===== src/rtl/spi_slave.sv =====
`timescale 1ns/1ps
// -----------------------------------------------------------------------------
// spi_slave
//
// SPI slave with an 8-bit full-duplex shift register, one-byte transmit buffer
// and receive holding register. All SPI pins are brought into the clk domain
// through SYNC_STAGES-flop synchronizers. Edge detection on the synchronized
// sck drives the shifting, so sck must be slow compared with clk. Each sck
// phase must last at least 4 clk periods.
//
// Ports
//   clk        system clock, all logic on the rising edge
//   rst        synchronous active-high reset
//   sck        SPI clock from the master (asynchronous)
//   ss_n       slave select, active low (asynchronous)
//   mosi       serial data from the master (asynchronous)
//   miso       serial data to the master (registered)
//   miso_oe    MISO pad enable, high while a transfer is active
//   cpol       clock polarity (idle level of sck)
//   cpha       clock phase (0: sample on leading edge, 1: on trailing edge)
//   lsbfe      1: LSB first, 0: MSB first (both directions)
//   tx_data    byte to transmit
//   tx_load    one-cycle strobe writing tx_data into the tx buffer
//   tx_empty   tx buffer empty
//   rx_data    last received byte
//   spif       byte-received flag
//   ovrf       overrun flag (byte received while spif was still set)
//   flag_clr   one-cycle strobe clearing spif and ovrf
// -----------------------------------------------------------------------------
module spi_slave #(
   parameter int SYNC_STAGES = 2   // 2..3
) (
   input  logic       clk,
   input  logic       rst,
   input  logic       sck,
   input  logic       ss_n,
   input  logic       mosi,
   output logic       miso,
   output logic       miso_oe,
   input  logic       cpol,
   input  logic       cpha,
   input  logic       lsbfe,
   input  logic [7:0] tx_data,
   input  logic       tx_load,
   output logic       tx_empty,
   output logic [7:0] rx_data,
   output logic       spif,
   output logic       ovrf,
   input  logic       flag_clr
);

   typedef enum logic {
      IDLE   = 1'b0,
      ACTIVE = 1'b1
   } state_t;

   // --------------------------------------------------------------------------
   // Input synchronizers and edge detection
   // --------------------------------------------------------------------------
   logic [SYNC_STAGES-1:0] sck_sync;
   logic [SYNC_STAGES-1:0] ss_sync;
   logic [SYNC_STAGES-1:0] mosi_sync;
   // Marks which synchronizer stages hold real pin samples since reset.
   logic [SYNC_STAGES-1:0] sync_valid;
   logic                   sck_d;
   logic                   ss_d;
   // Set once ss_n has been seen high from the pin after reset; a select that
   // was already low when reset was released must not start a transfer.
   logic                   armed;

   logic sck_s;
   logic ss_s;
   logic mosi_s;

   assign sck_s  = sck_sync[SYNC_STAGES-1];
   assign ss_s   = ss_sync[SYNC_STAGES-1];
   assign mosi_s = mosi_sync[SYNC_STAGES-1];

   // NOTE: clocked state is always assigned with <= so every flop samples the
   // pre-edge value of its neighbours; blocking here would turn the
   // synchronizer chain into a single flop.
   always_ff @(posedge clk) begin
      if (rst) begin
         sck_sync   <= '0;
         ss_sync    <= '1;
         mosi_sync  <= '0;
         sync_valid <= '0;
         sck_d      <= 1'b0;
         ss_d       <= 1'b1;
         armed      <= 1'b0;
      end else begin
         sck_sync   <= {sck_sync[SYNC_STAGES-2:0], sck};
         ss_sync    <= {ss_sync[SYNC_STAGES-2:0], ss_n};
         mosi_sync  <= {mosi_sync[SYNC_STAGES-2:0], mosi};
         sync_valid <= {sync_valid[SYNC_STAGES-2:0], 1'b1};
         sck_d      <= sck_s;
         ss_d       <= ss_s;
         if ((&sync_valid) && ss_s) begin
            armed <= 1'b1;
         end
      end
   end

   logic sck_rise;
   logic sck_fall;
   logic lead_edge;
   logic trail_edge;
   logic sample_edge;
   logic shift_edge;
   logic ss_fall;

   assign sck_rise    = sck_s & ~sck_d;
   assign sck_fall    = ~sck_s & sck_d;
   // Leading edge leaves the idle (cpol) level, trailing edge returns to it.
   assign lead_edge   = cpol ? sck_fall : sck_rise;
   assign trail_edge  = cpol ? sck_rise : sck_fall;
   assign sample_edge = cpha ? trail_edge : lead_edge;
   assign shift_edge  = cpha ? lead_edge : trail_edge;
   assign ss_fall     = armed & ss_d & ~ss_s;

   // --------------------------------------------------------------------------
   // Registers
   // --------------------------------------------------------------------------
   state_t     state_q;
   state_t     state_d;
   logic [2:0] bit_cnt;
   logic [7:0] shift_q;
   logic [7:0] tx_buf;
   logic       first_q;   // byte started last cycle: cpha=0 drives first bit

   // --------------------------------------------------------------------------
   // Next-state and datapath decode
   // --------------------------------------------------------------------------
   logic       byte_start;
   logic       byte_done;
   logic       do_sample;
   logic       miso_upd;
   logic [7:0] rx_byte;
   logic       out_bit;

   logic [2:0] bit_cnt_d;
   logic [7:0] shift_d;
   logic [7:0] tx_buf_d;
   logic       tx_empty_d;
   logic [7:0] rx_data_d;
   logic       spif_d;
   logic       ovrf_d;
   logic       miso_d;
   logic       spif_c;
   logic       ovrf_c;

   // Shift register contents after taking in the current mosi bit.
   assign rx_byte = lsbfe ? {mosi_s, shift_q[7:1]} : {shift_q[6:0], mosi_s};
   assign out_bit = lsbfe ? shift_q[0] : shift_q[7];

   // NOTE: every signal written here gets a default before any branch, so no
   // path can leave it unassigned and infer a latch.
   always_comb begin
      state_d    = state_q;
      byte_start = 1'b0;
      byte_done  = 1'b0;
      do_sample  = 1'b0;
      miso_upd   = 1'b0;

      unique case (state_q)
         IDLE: begin
            if (ss_fall) begin
               state_d    = ACTIVE;
               byte_start = 1'b1;
            end
         end
         ACTIVE: begin
            if (ss_s) begin
               // Deselect (mid-byte or between bytes): drop the partial byte.
               state_d = IDLE;
            end else begin
               do_sample = sample_edge;
               if (sample_edge && (bit_cnt == 3'd7)) begin
                  byte_done  = 1'b1;
                  byte_start = 1'b1;
               end
               if (cpha) begin
                  miso_upd = shift_edge;
               end else begin
                  // The trailing edge after the 8th sample is skipped: the
                  // counter has wrapped and first_q presents the next byte.
                  miso_upd = first_q || (shift_edge && (bit_cnt != 3'd0));
               end
            end
         end
         default: state_d = IDLE;
      endcase
   end

   always_comb begin
      bit_cnt_d  = bit_cnt;
      shift_d    = shift_q;
      tx_buf_d   = tx_buf;
      tx_empty_d = tx_empty;
      rx_data_d  = rx_data;
      miso_d     = miso;

      if (byte_start) begin
         shift_d    = tx_empty ? 8'h00 : tx_buf;
         tx_empty_d = 1'b1;
         bit_cnt_d  = 3'd0;
      end else if (do_sample) begin
         shift_d   = rx_byte;
         bit_cnt_d = bit_cnt + 3'd1;
      end
      if (state_d == IDLE) begin
         bit_cnt_d = 3'd0;
      end

      // A load coincident with a byte start wins for the buffer only; the
      // shift register above already took the old contents.
      if (tx_load) begin
         tx_buf_d   = tx_data;
         tx_empty_d = 1'b0;
      end

      if (miso_upd) begin
         miso_d = out_bit;
      end

      // flag_clr applies before a coincident byte completion is accounted.
      spif_c = spif & ~flag_clr;
      ovrf_c = ovrf & ~flag_clr;
      spif_d = spif_c;
      ovrf_d = ovrf_c;
      if (byte_done) begin
         if (!spif_c) begin
            rx_data_d = rx_byte;
            spif_d    = 1'b1;
         end else begin
            ovrf_d = 1'b1;
         end
      end
   end

   always_ff @(posedge clk) begin
      if (rst) begin
         state_q  <= IDLE;
         bit_cnt  <= 3'd0;
         shift_q  <= 8'h00;
         tx_buf   <= 8'h00;
         tx_empty <= 1'b1;
         rx_data  <= 8'h00;
         spif     <= 1'b0;
         ovrf     <= 1'b0;
         miso     <= 1'b0;
         miso_oe  <= 1'b0;
         first_q  <= 1'b0;
      end else begin
         state_q  <= state_d;
         bit_cnt  <= bit_cnt_d;
         shift_q  <= shift_d;
         tx_buf   <= tx_buf_d;
         tx_empty <= tx_empty_d;
         rx_data  <= rx_data_d;
         spif     <= spif_d;
         ovrf     <= ovrf_d;
         miso     <= miso_d;
         miso_oe  <= (state_d == ACTIVE);
         first_q  <= byte_start;
      end
   end

endmodule

===== config.mk =====
export PLATFORM = sky130hd
export DESIGN_NAME = spi_slave
export DESIGN_NICKNAME = d
export VERILOG_FILES = /design/src/rtl/spi_slave.sv
export SDC_FILE = /design/constraint.sdc
export NUM_CORES = 1
export LEC_CHECK = 0
export ABC_CLOCK_PERIOD_IN_PS = 1900
export BUFFER_PORTS_ARGS = -buffer_cell sky130_fd_sc_hd__clkbuf_2
export CAP_MARGIN = 40
export CORE_AREA = 2 2 61 63
export DETAILED_ROUTE_END_ITERATION = 10
export DIE_AREA = 0 0 63 65
export HOLD_SLACK_MARGIN = 0.05
export PLACE_DENSITY_LB_ADDON = 0.2
export RECOVER_POWER = 100
export SYNTH_ARGS = -nofsm -noshare
export SYNTH_HDL_FRONTEND = slang
export SYNTH_SLANG_ARGS = --single-unit
export TNS_END_PERCENT = 10

===== constraint.sdc =====
create_clock -name clk -period 1.9 [get_ports clk]
set_input_delay 0.38 -clock clk [delete_from_list [all_inputs] [get_ports clk]]
set_output_delay 0.38 -clock clk [all_outputs]
set_load 0.02 [all_outputs]

Yosys cells after proc, flatten, opt, wreduce, memory -nomap -nowiden
Index checks and enable logic that the tools add are counted.
{ "op_classes": {"reduce_logical": 10, "bitwise_logic": 13, "n_mux": 27, "eq_ne": 1, "addsub": 1} }
{ "ops": {"columns": ["cell", "count"], "rows": [
  ["two-way mux 8 bit", 4],
  ["two-way mux 1 bit", 21],
  ["inverter 1 bit", 7],
  ["AND 1 bit", 6],
  ["case mux 1 bit (2 select lines)", 2],
  ["AND reduction 2 bit", 2],
  ["nonzero test 2 bit", 2],
  ["adder 3 x 1 -> 3 bit (second input constant)", 1],
  ["equality test 3 bit (second input constant)", 1],
  ["logical AND 1 bit", 3],
  ["nonzero test 3 bit", 1],
  ["OR reduction 3 bit", 1],
  ["logical OR 1 bit", 1]
]} }
{ "totals": {"input_bits": 18, "reg_bits": 44, "wordCells": 70, "out_inout_bits": 13} }

Logic depth before layout (Yosys ltp)
Gate-level depths: netlist (run 1).
{ "depth": {"ltp_word": 10, "depth_mapped": 7, "ltp_nobuf": 6} }

Least setup slack after synthesis (run 1)
OpenSTA, ideal clock, no wires.
{ "synth_path": {"path_kind": "input port to flip-flop", "startpoint": "input cpol", "endpoint": "register rx_data[6]", "stages": 6, "slack_ns": 0.209, "setup_ns": 0.079, "t_arrival_ns": 1.612, "cell_sequence": "xor2_1 mux2_4 nor3_4 buf_6 nor2_1 a211oi_2"} }
{ "synth_between": {"elab_chain_len": 7} }
{ "synth_lines": {"columns": ["item", "line_no", "rtl"], "rows": [
  ["start, declared", "40", "input logic cpol,"],
  ["two-way mux 1 bit, on equally long branches", "115, 116", null],
  ["two-way mux 1 bit (*)", "117", "assign sample_edge = cpha ? trail_edge : lead_edge;"],
  ["logical AND 1 bit (*)", "178", "if (sample_edge && (bit_cnt == 3'd7)) begin"],
  ["two-way mux 1 bit (*)", "178", null],
  ["two-way mux 1 bit (*)", "173", "if (ss_s) begin"],
  ["two-way mux 1 bit (*)", "165", "unique case (state_q)"],
  ["AND reduction 2 bit (no source line) (*)", null, null],
  ["end signal, assigned", "260", "rx_data <= rx_data_d;"],
  ["end, declared", "46", "output logic [7:0] rx_data,"]
]} }
Mark *: on every way between the ends. The rest lies on a longest branch, timed or not.
A chain may end at the register's enable or synchronous reset.

Worst setup path in the final report (run 1)
{ "layout_path": {"startpoint": "register sck_sync[1]", "endpoint": "register rx_data[7]"} }
{ "layout_between": {"elab_chain_len": 9} }
{ "layout_lines": {"columns": ["item", "line_no", "rtl"], "rows": [
  ["start, declared", "60", "logic [SYNC_STAGES-1:0] sck_sync;"],
  ["start signal, assigned", "92", "sck_sync <= {sck_sync[SYNC_STAGES-2:0], sck};"],
  ["inverter 1 bit", "113", "assign sck_fall = ~sck_s & sck_d;"],
  ["AND 1 bit", "113", null],
  ["two-way mux 1 bit, on equally long branches", "115, 116", null],
  ["two-way mux 1 bit (*)", "117", null],
  ["logical AND 1 bit (*)", "178", null],
  ["two-way mux 1 bit (*)", "178", null],
  ["two-way mux 1 bit (*)", "173", null],
  ["two-way mux 1 bit (*)", "165", null],
  ["AND reduction 2 bit (no source line) (*)", null, null]
]} }
Marked as above.

==> impl_metrics.yaml, run 1 <==
outcome:
  status: "complete, no violations"
routing:
  drtIter0Drc: 31
  wl_um: 3320
  wl_per_cell_um: 12.7
  firstDrtPassIters: 4
  via_count: 1370
  antenna_left: 0
  drc: 0
  viasPerCell: 5.23
global_routing:
  track_usage_pct: 17.5
  grt_max_degree: 20
  gr-total-overflow: 0
  grt_first_pass_wirelength_um: 5650
  grt_pass1_vias: 1364
  antenna_found_initial: 0
timing:
  max_freq_mhz: 607
  post-route-period-util_pct: 86.7
  setup_viol: 0
  setup_slack_ns: 0.253
  rsz0062_at_grt: "false"
  final-max-slew-violation-count: 0
  fin_crit_ns: 1.65
  slew_headroom_pct: 48.8
  finalHoldViolations: 0
  tightest_slew_ns: 0.769
  clock_skew_ns: 0.0218
  setup_tns_ns: 0
worst_setup_path:
  crit_buf_inv: 1
  cp_cell_sequence: "nand2b_1, mux2_1, nor3_4, buf_12, nor2_1, a211oi_1"
  critPathMaxFanout: 16
  path_class: "flop to flop"
  crit_path_start_kind: "flop"
  timing.rr.start: "sck_sync[1]$_SDFF_PP0_"
  critical-path-top-delay-family: "simple AND/OR/NAND/NOR gates"
  worst_path_max_delay_cell: "mux2_1"
  endpoint_kind: "flop"
  max_stage_delay_ns: 0.38
  ff2ff_setup_slack_ns: 0.25
  reg2regPathDepth: 6
  required_ns: 2.16
  r2r-end: "rx_data[7]$_SDFFE_PP0P_"
  arrival_ns: 1.91
power_and_ir_drop:
  p_sw_w: 0.000353
  combPwrFrac_pct: 5.9
  switching_share_pct: 21.8
  total_leakage_power_nw: 0.827
  internal_power_w: 0.00127
  powerDensity_nw_per_um2: 776
  ir_drop_mv: 0.661
  power_frac_seq_pct: 59.1
  clock_power_share_pct: 35.0
clock_network:
  htree_levels: 2
  postCtsResizedCells: 0
  hold_buffers: 0
  numCtsBuffers: 5
  cts_root_buffer: "clkbuf_4"
  clk_latency_ns: 0.36
  cts.sinks: 44
  max-clock-path-buffers: 2
  post_cts_buffers: 0
  path_clk_slew_ns: 0.13
  cts_tree: "yes"
yosys:
  synth.cell_area_sq_um: 1800
  ys_ff_latch: 44
  synth_fp_nets: 199
  synth_warnings: 0
  syn_avg_cell_area_sq_um: 10.1
  syn_inst: 178
  synth_cell_types: 31
  ys_seq_area_share_pct: 48.9
finish:
  insertedDiodeCount: 0
  post-route-util_pct: 59.7
  seqCellArea_sq_um: 881
  layout_common_cells: "dfxtp_1, nor2_1, mux2i_1"
  final_common_cell: "dfxtp_1"
  syn_to_final_growth_pct: 15.8
  fillers: 330
  layout.nets: 234
  final_area_sq_um: 2090
  multi_input_area_sq_um: 852
  drive_gt1_share_pct: 16.8
hold_path:
  hold_start: "flag_clr"
  hold_depth: 2
  hp-class: "input pin to flop"
  hold_path_end: "ovrf$_SDFF_PP0_"
floorplanning:
  core-area_sq_um: 3500
  rows: 22
  die-area_sq_um: 4100
  die_width_um: 63
  start_util_pct: 51.6
  die_h_um: 65
  boundaryPins: 31
place:
  gp_congestion: 0.734
  dpl-instance-area_sq_um: 2040
  post-dp-hpwl_um: 2520
  numPortBuffers: 30
  place_ws_ns: 0.0437
run:
  cap_violations: 0
==> routing by layer <==
layer	vias to the layer above	track usage [%]	share of wire [%]
met5	-	0	0
met4	0	10.6	2.7
met3	11	3.99	4.9
met2	35	29.8	47
met1	629	19.9	46
li1	695	-	-
==> per-stage QoR <==
stage	hold slack, ns	cells	power (W)
6_report	0.199	262	0.00162
5_1_grt	0.198	262	0.00168
4_1_cts	0.194	262	0.00163
3_5_place_dp	0.398	254	0.00108
3_3_place_gp	0.395	254	0.00107
2_1_floorplan	0.389	178	0.00104
==> cell families (layout without fill, tap and decap cells) <==
family | Yosys count | count (layout) | share of synthesized area, %
xor gates and xnor gates | 1 | 1 | 0.486
and+or+nand+nor | 57 | 57 | 15.5
DFF | 44 | 44 | 48.9
buffers and inverters | 13 | 49 | 3.40
muxes | 29 | 29 | 16.4
adders and majority gates | 3 | 3 | 2.08
AOI/OAI and AO/OA | 31 | 31 | 13.2
==> sequential cells by signal, indices dropped and copies added (netlist names), 2 cells and up <==
name	cells
mosi_sync	2
bit_cnt	3
tx_buf	8
shift_q	8
ss_sync	2
sync_valid	2
sck_sync	2
rx_data	8
==> power by group through the flow <==
stage | logic, W | clock network, W | registers [W]
2_1_floorplan | 0.0000655 | 0 | 0.000977
3_3_place_gp | 0.0000946 | 0 | 0.000977
6_report | 0.0000952 | 0.000566 | 0.000957
4_1_cts | 0.0000996 | 0.000574 | 0.000957
5_1_grt | 0.000106 | 0.000614 | 0.000961
3_5_place_dp | 0.0000992 | 0 | 0.000978
==> synth_stat cells <==
library cell | count | area (sq um)
dfxtp_1 | 44 | 881
mux2_2 | 1 | 11.3
nand4_1 | 1 | 6.26
a31oi_1 | 5 | 31.3
nor2_2 | 1 | 6.26
buf_4 | 1 | 7.51
nand2_1 | 3 | 11.3
clkbuf_1 | 6 | 22.5
nand3_1 | 2 | 10.0
nor2_1 | 29 | 109
nor3_1 | 4 | 20.0
nor3_4 | 1 | 16.3
buf_6 | 1 | 11.3
nand2b_1 | 5 | 31.3
nor2b_1 | 7 | 43.8
mux2_4 | 1 | 15.0
inv_1 | 4 | 15.0
xor2_1 | 1 | 8.76
a21boi_2 | 1 | 11.3
ha_1 | 3 | 37.5
mux2i_1 | 27 | 270
a21oi_1 | 6 | 30.0
nor3b_1 | 1 | 7.51
o2bb2ai_1 | 8 | 70.1
a211oi_2 | 2 | 25.0
or2_2 | 3 | 18.8
buf_2 | 1 | 5.00
a211o_1 | 1 | 8.76
a21boi_0 | 1 | 7.51
a211oi_1 | 6 | 45.0
a32oi_1 | 1 | 8.76
==> worst max-delay path by stage <==
stage | startpoint | to | slack, ns | cells past startpoint
after floorplan | cpol | rx_data[6]$_SDFFE_PP0P_ | 0.21 | 6
after global placement | cpol | shift_q[0]$_SDFFE_PP0P_ | 0.10 | 7
after detailed placement | cpol | shift_q[6]$_SDFFE_PP0P_ | 0.04 | 7
after CTS | sck_d$_SDFF_PP0_ | rx_data[7]$_SDFFE_PP0P_ | 0.36 | 6
after global routing | sck_sync[1]$_SDFF_PP0_ | rx_data[2]$_SDFFE_PP0P_ | 0.16 | 6
final | sck_sync[1]$_SDFF_PP0_ | rx_data[7]$_SDFFE_PP0P_ | 0.25 | 6
==> worst reg2reg max path, cell delays in order, from the launching register on <==
cell      delay [ns]
dfxtp_1         0.34
nand2b_1        0.19
mux2_1          0.38
nor3_4          0.21
buf_12          0.16
nor2_1          0.05
a211oi_1        0.22
==> area by class of cell <==
type,instances,share of cell area (%)
multi-input combinational,121,40.8
tap,48,2.88
clock inverter,2,1.68
clock buffer,6,1.98
inverter,4,0.719
sequential,44,42.2
timing repair buffer,37,9.71
Power figures use the tool's default switching activity.
==> inputs of run 2 (changes only) <==
Settings changed: ABC_AREA set to 1, CORE_AREA 2 2 61 63 to 2 2 64 66, DIE_AREA 0 0 63 65 to 0 0 66 68, HOLD_SLACK_MARGIN 0.05 to 0.08.
==> run 2 against run 1 <==
Against the previous run: count of clock-buffer cells in the layout stayed put; routed wire length grew 7.3%; non-clock buffer count is 3 lower; cell area is 8.7% higher; synthesized cell count up 58%; worst setup slack better by 0.15 ns; critical endpoint is now bit_cnt[2]$_SDFFE_PP0P_.
==> impl_metrics.yaml, run 2 <==
place:
  post-dp-hpwl_um: 2520
  numPortBuffers: 30
  gp_congestion: 0.780
yosys:
  syn_inst: 281
  synth-edff-count: 0
  synth_common_cells: "nand2_1, dfxtp_1, inv_1"
  ys_seq_area_share_pct: 44.1
  syn_avg_cell_area_sq_um: 7.11
  synth.top_cell.area_share_pct: 44.1
  synth_cell_types: 25
  ys_ff_latch: 44
  synth_warnings: 0
  synthTopCellsByArea: "dfxtp_1, nand2_1, inv_1"
  synth.cell_area_sq_um: 2000
  ys.flop_type: "dfxtp_1"
  yosys.area.top_type: "dfxtp_1"
  synthArstFlopShare_pct: 0
  synth_fp_nets: 302
  yosysMostFrequentCell: "nand2_1"
floorplanning:
  die-area_sq_um: 4490
  start_util_pct: 51.8
  rows: 23
  die_width_um: 66
  core-area_sq_um: 3860
  boundaryPins: 31
  die_h_um: 68
routing:
  drc: 0
  wl_um: 3560
  firstDrtPassIters: 4
  viasPerCell: 4.67
  via_count: 1691
  antenna_left: 0
  wl_per_cell_um: 9.84
  drtIter0Drc: 61
worst_setup_path:
  cp-endpoint: "bit_cnt[2]$_SDFFE_PP0P_"
  cp-startpoint: "state_q$_SDFF_PP0_"
  crit_path_start_kind: "flop"
  r2r-end: "bit_cnt[2]$_SDFFE_PP0P_"
  required_ns: 2.09
  critPathMaxFanout: 10
  arrival_ns: 1.69
  ff2ff_setup_slack_ns: 0.40
  timing.rr.start: "state_q$_SDFF_PP0_"
  reg2regPathDepth: 7
  path_class: "flop to flop"
  endpoint_kind: "flop"
timing:
  slew_headroom_pct: 60.1
  max_freq_mhz: 666
  clock_skew_ns: 0.00578
  finalHoldViolations: 0
  setup_viol: 0
  tightest_slew_ns: 0.598
  final-max-slew-violation-count: 0
  fin_crit_ns: 1.50
  setup_tns_ns: 0
  post-route-period-util_pct: 79.0
  rsz0062_at_grt: "false"
power_and_ir_drop:
  ir_drop_mv: 0.364
  powerDensity_nw_per_um2: 781
  total_leakage_power_nw: 1.11
clock_network:
  hold_buffers: 0
  cts_tree: "yes"
  path_clk_slew_ns: 0.08
  cts_root_buffer: "clkbuf_8"
  cts.sinks: 44
  clk_latency_ns: 0.30
  numCtsBuffers: 5
  max-clock-path-buffers: 2
  post_cts_buffers: 0
  postCtsResizedCells: 0
  htree_levels: 2
global_routing:
  antenna_found_initial: 0
  track_usage_pct: 18.2
  grt_pass1_vias: 1510
  grt_first_pass_wirelength_um: 6300
  grt_max_degree: 35
  gr-total-overflow: 0
hold_path:
  hp-class: "input pin to flop"
  hold_depth: 2
finish:
  post-route-util_pct: 58.8
  layout_common_cells: "nand2_1, dfxtp_1, inv_1"
  reg_top3: "rx_data x8, shift_q x8, tx_buf x8"
  fillers: 414
  drive_gt1_share_pct: 12.8
  final_common_cell: "nand2_1"
  insertedDiodeCount: 0
  syn_to_final_growth_pct: 13.6
  layout.nets: 332
outcome:
  status: "complete, no violations"
run:
  cap_violations: 0
-- run 2: cell count changes after synthesis, sizes merged, moves of 7 or more --
cell,change
nand2,+55
inv,+41
nand3,+32
mux2i,-27
o21ai,+20
a211oi,-8
nand4,+8
nor2,+8
o2bb2ai,-8
a21oi,+7
nor2b,-7
-- run 2: report_power, final --
part	total [W]	switching, W	leakage [nW]	internal, W
clock network	0.000705	0.000315	0.0552	0.000390
registers	0.000956	0.0000104	0.359	0.000945
logic	0.000110	0.0000699	0.692	0.0000405
-- run 2: worst max-delay path: stages (launching register included) --
cell	delay [ns]
dfxtp_1	0.33
inv_1	0.06
nor2_1	0.29
nand3_1	0.21
nor2_4	0.23
nor2_1	0.10
nand2_1	0.11
a21oi_1	0.06
-- run 2: logic make-up (layout without fill, tap and decap cells) --
family | count (synthesis) | in the layout | share of synthesized area [%]
AO/OA/AOI/OAI | 35 | 35 | 9.15
adder cells (fa/ha/maj) | 3 | 3 | 1.88
buffers and inverters | 58 | 89 | 11.5
flip-flops | 44 | 44 | 44.1
AND/OR/NAND/NOR | 141 | 141 | 33.3
-- run 2: how the worst min path moves through the flow --
stage	slack [ns]	from	endpoint
6_report	0.26	ss_n	ss_sync[0]$_SDFF_PP1_
5_1_grt	0.26	ss_n	ss_sync[0]$_SDFF_PP1_
3_3_place_gp	0.39	ss_sync[0]$_SDFF_PP1_	ss_sync[1]$_SDFF_PP1_
3_5_place_dp	0.39	ss_sync[0]$_SDFF_PP1_	ss_sync[1]$_SDFF_PP1_
4_1_cts	0.25	ss_n	ss_sync[0]$_SDFF_PP1_
2_1_floorplan	0.39	mosi_sync[0]$_SDFF_PP0_	mosi_sync[1]$_SDFF_PP0_
-- run 2: per-stage QoR --
step | hold WS (ns) | cells | cell area, sq um | worst slack [ns] | power [W]
floorplan | 0.388 | 281 | 2000 | 0.458 | 0.00106
global placement | 0.392 | 354 | 2190 | 0.444 | 0.00109
detailed placement | 0.395 | 354 | 2190 | 0.412 | 0.00109
CTS | 0.250 | 362 | 2290 | 0.425 | 0.00179
global route | 0.260 | 362 | 2270 | 0.221 | 0.00185
finish | 0.257 | 362 | 2270 | 0.399 | 0.00177
-- run 2: layout make-up --
cell class	instances	area [sq um]	share of cell area (%)
sequential	44	881	38.8
multi-input combinational	179	878	38.7
inverter	47	176	7.78
timing repair buffer	34	163	7.17
clock buffer	6	72.6	3.20
tap	50	62.6	2.76
clock inverter	2	35.0	1.54
-- run 2: per-layer routing --
layer | share of wire [%] | GRT usage, % | up-vias
li1 | - | - | 944
met1 | 50 | 21.9 | 705
met2 | 42 | 30.6 | 35
met3 | 4.4 | 3.62 | 7
met4 | 2.6 | 10.2 | 0
met5 | 0 | 0 | -
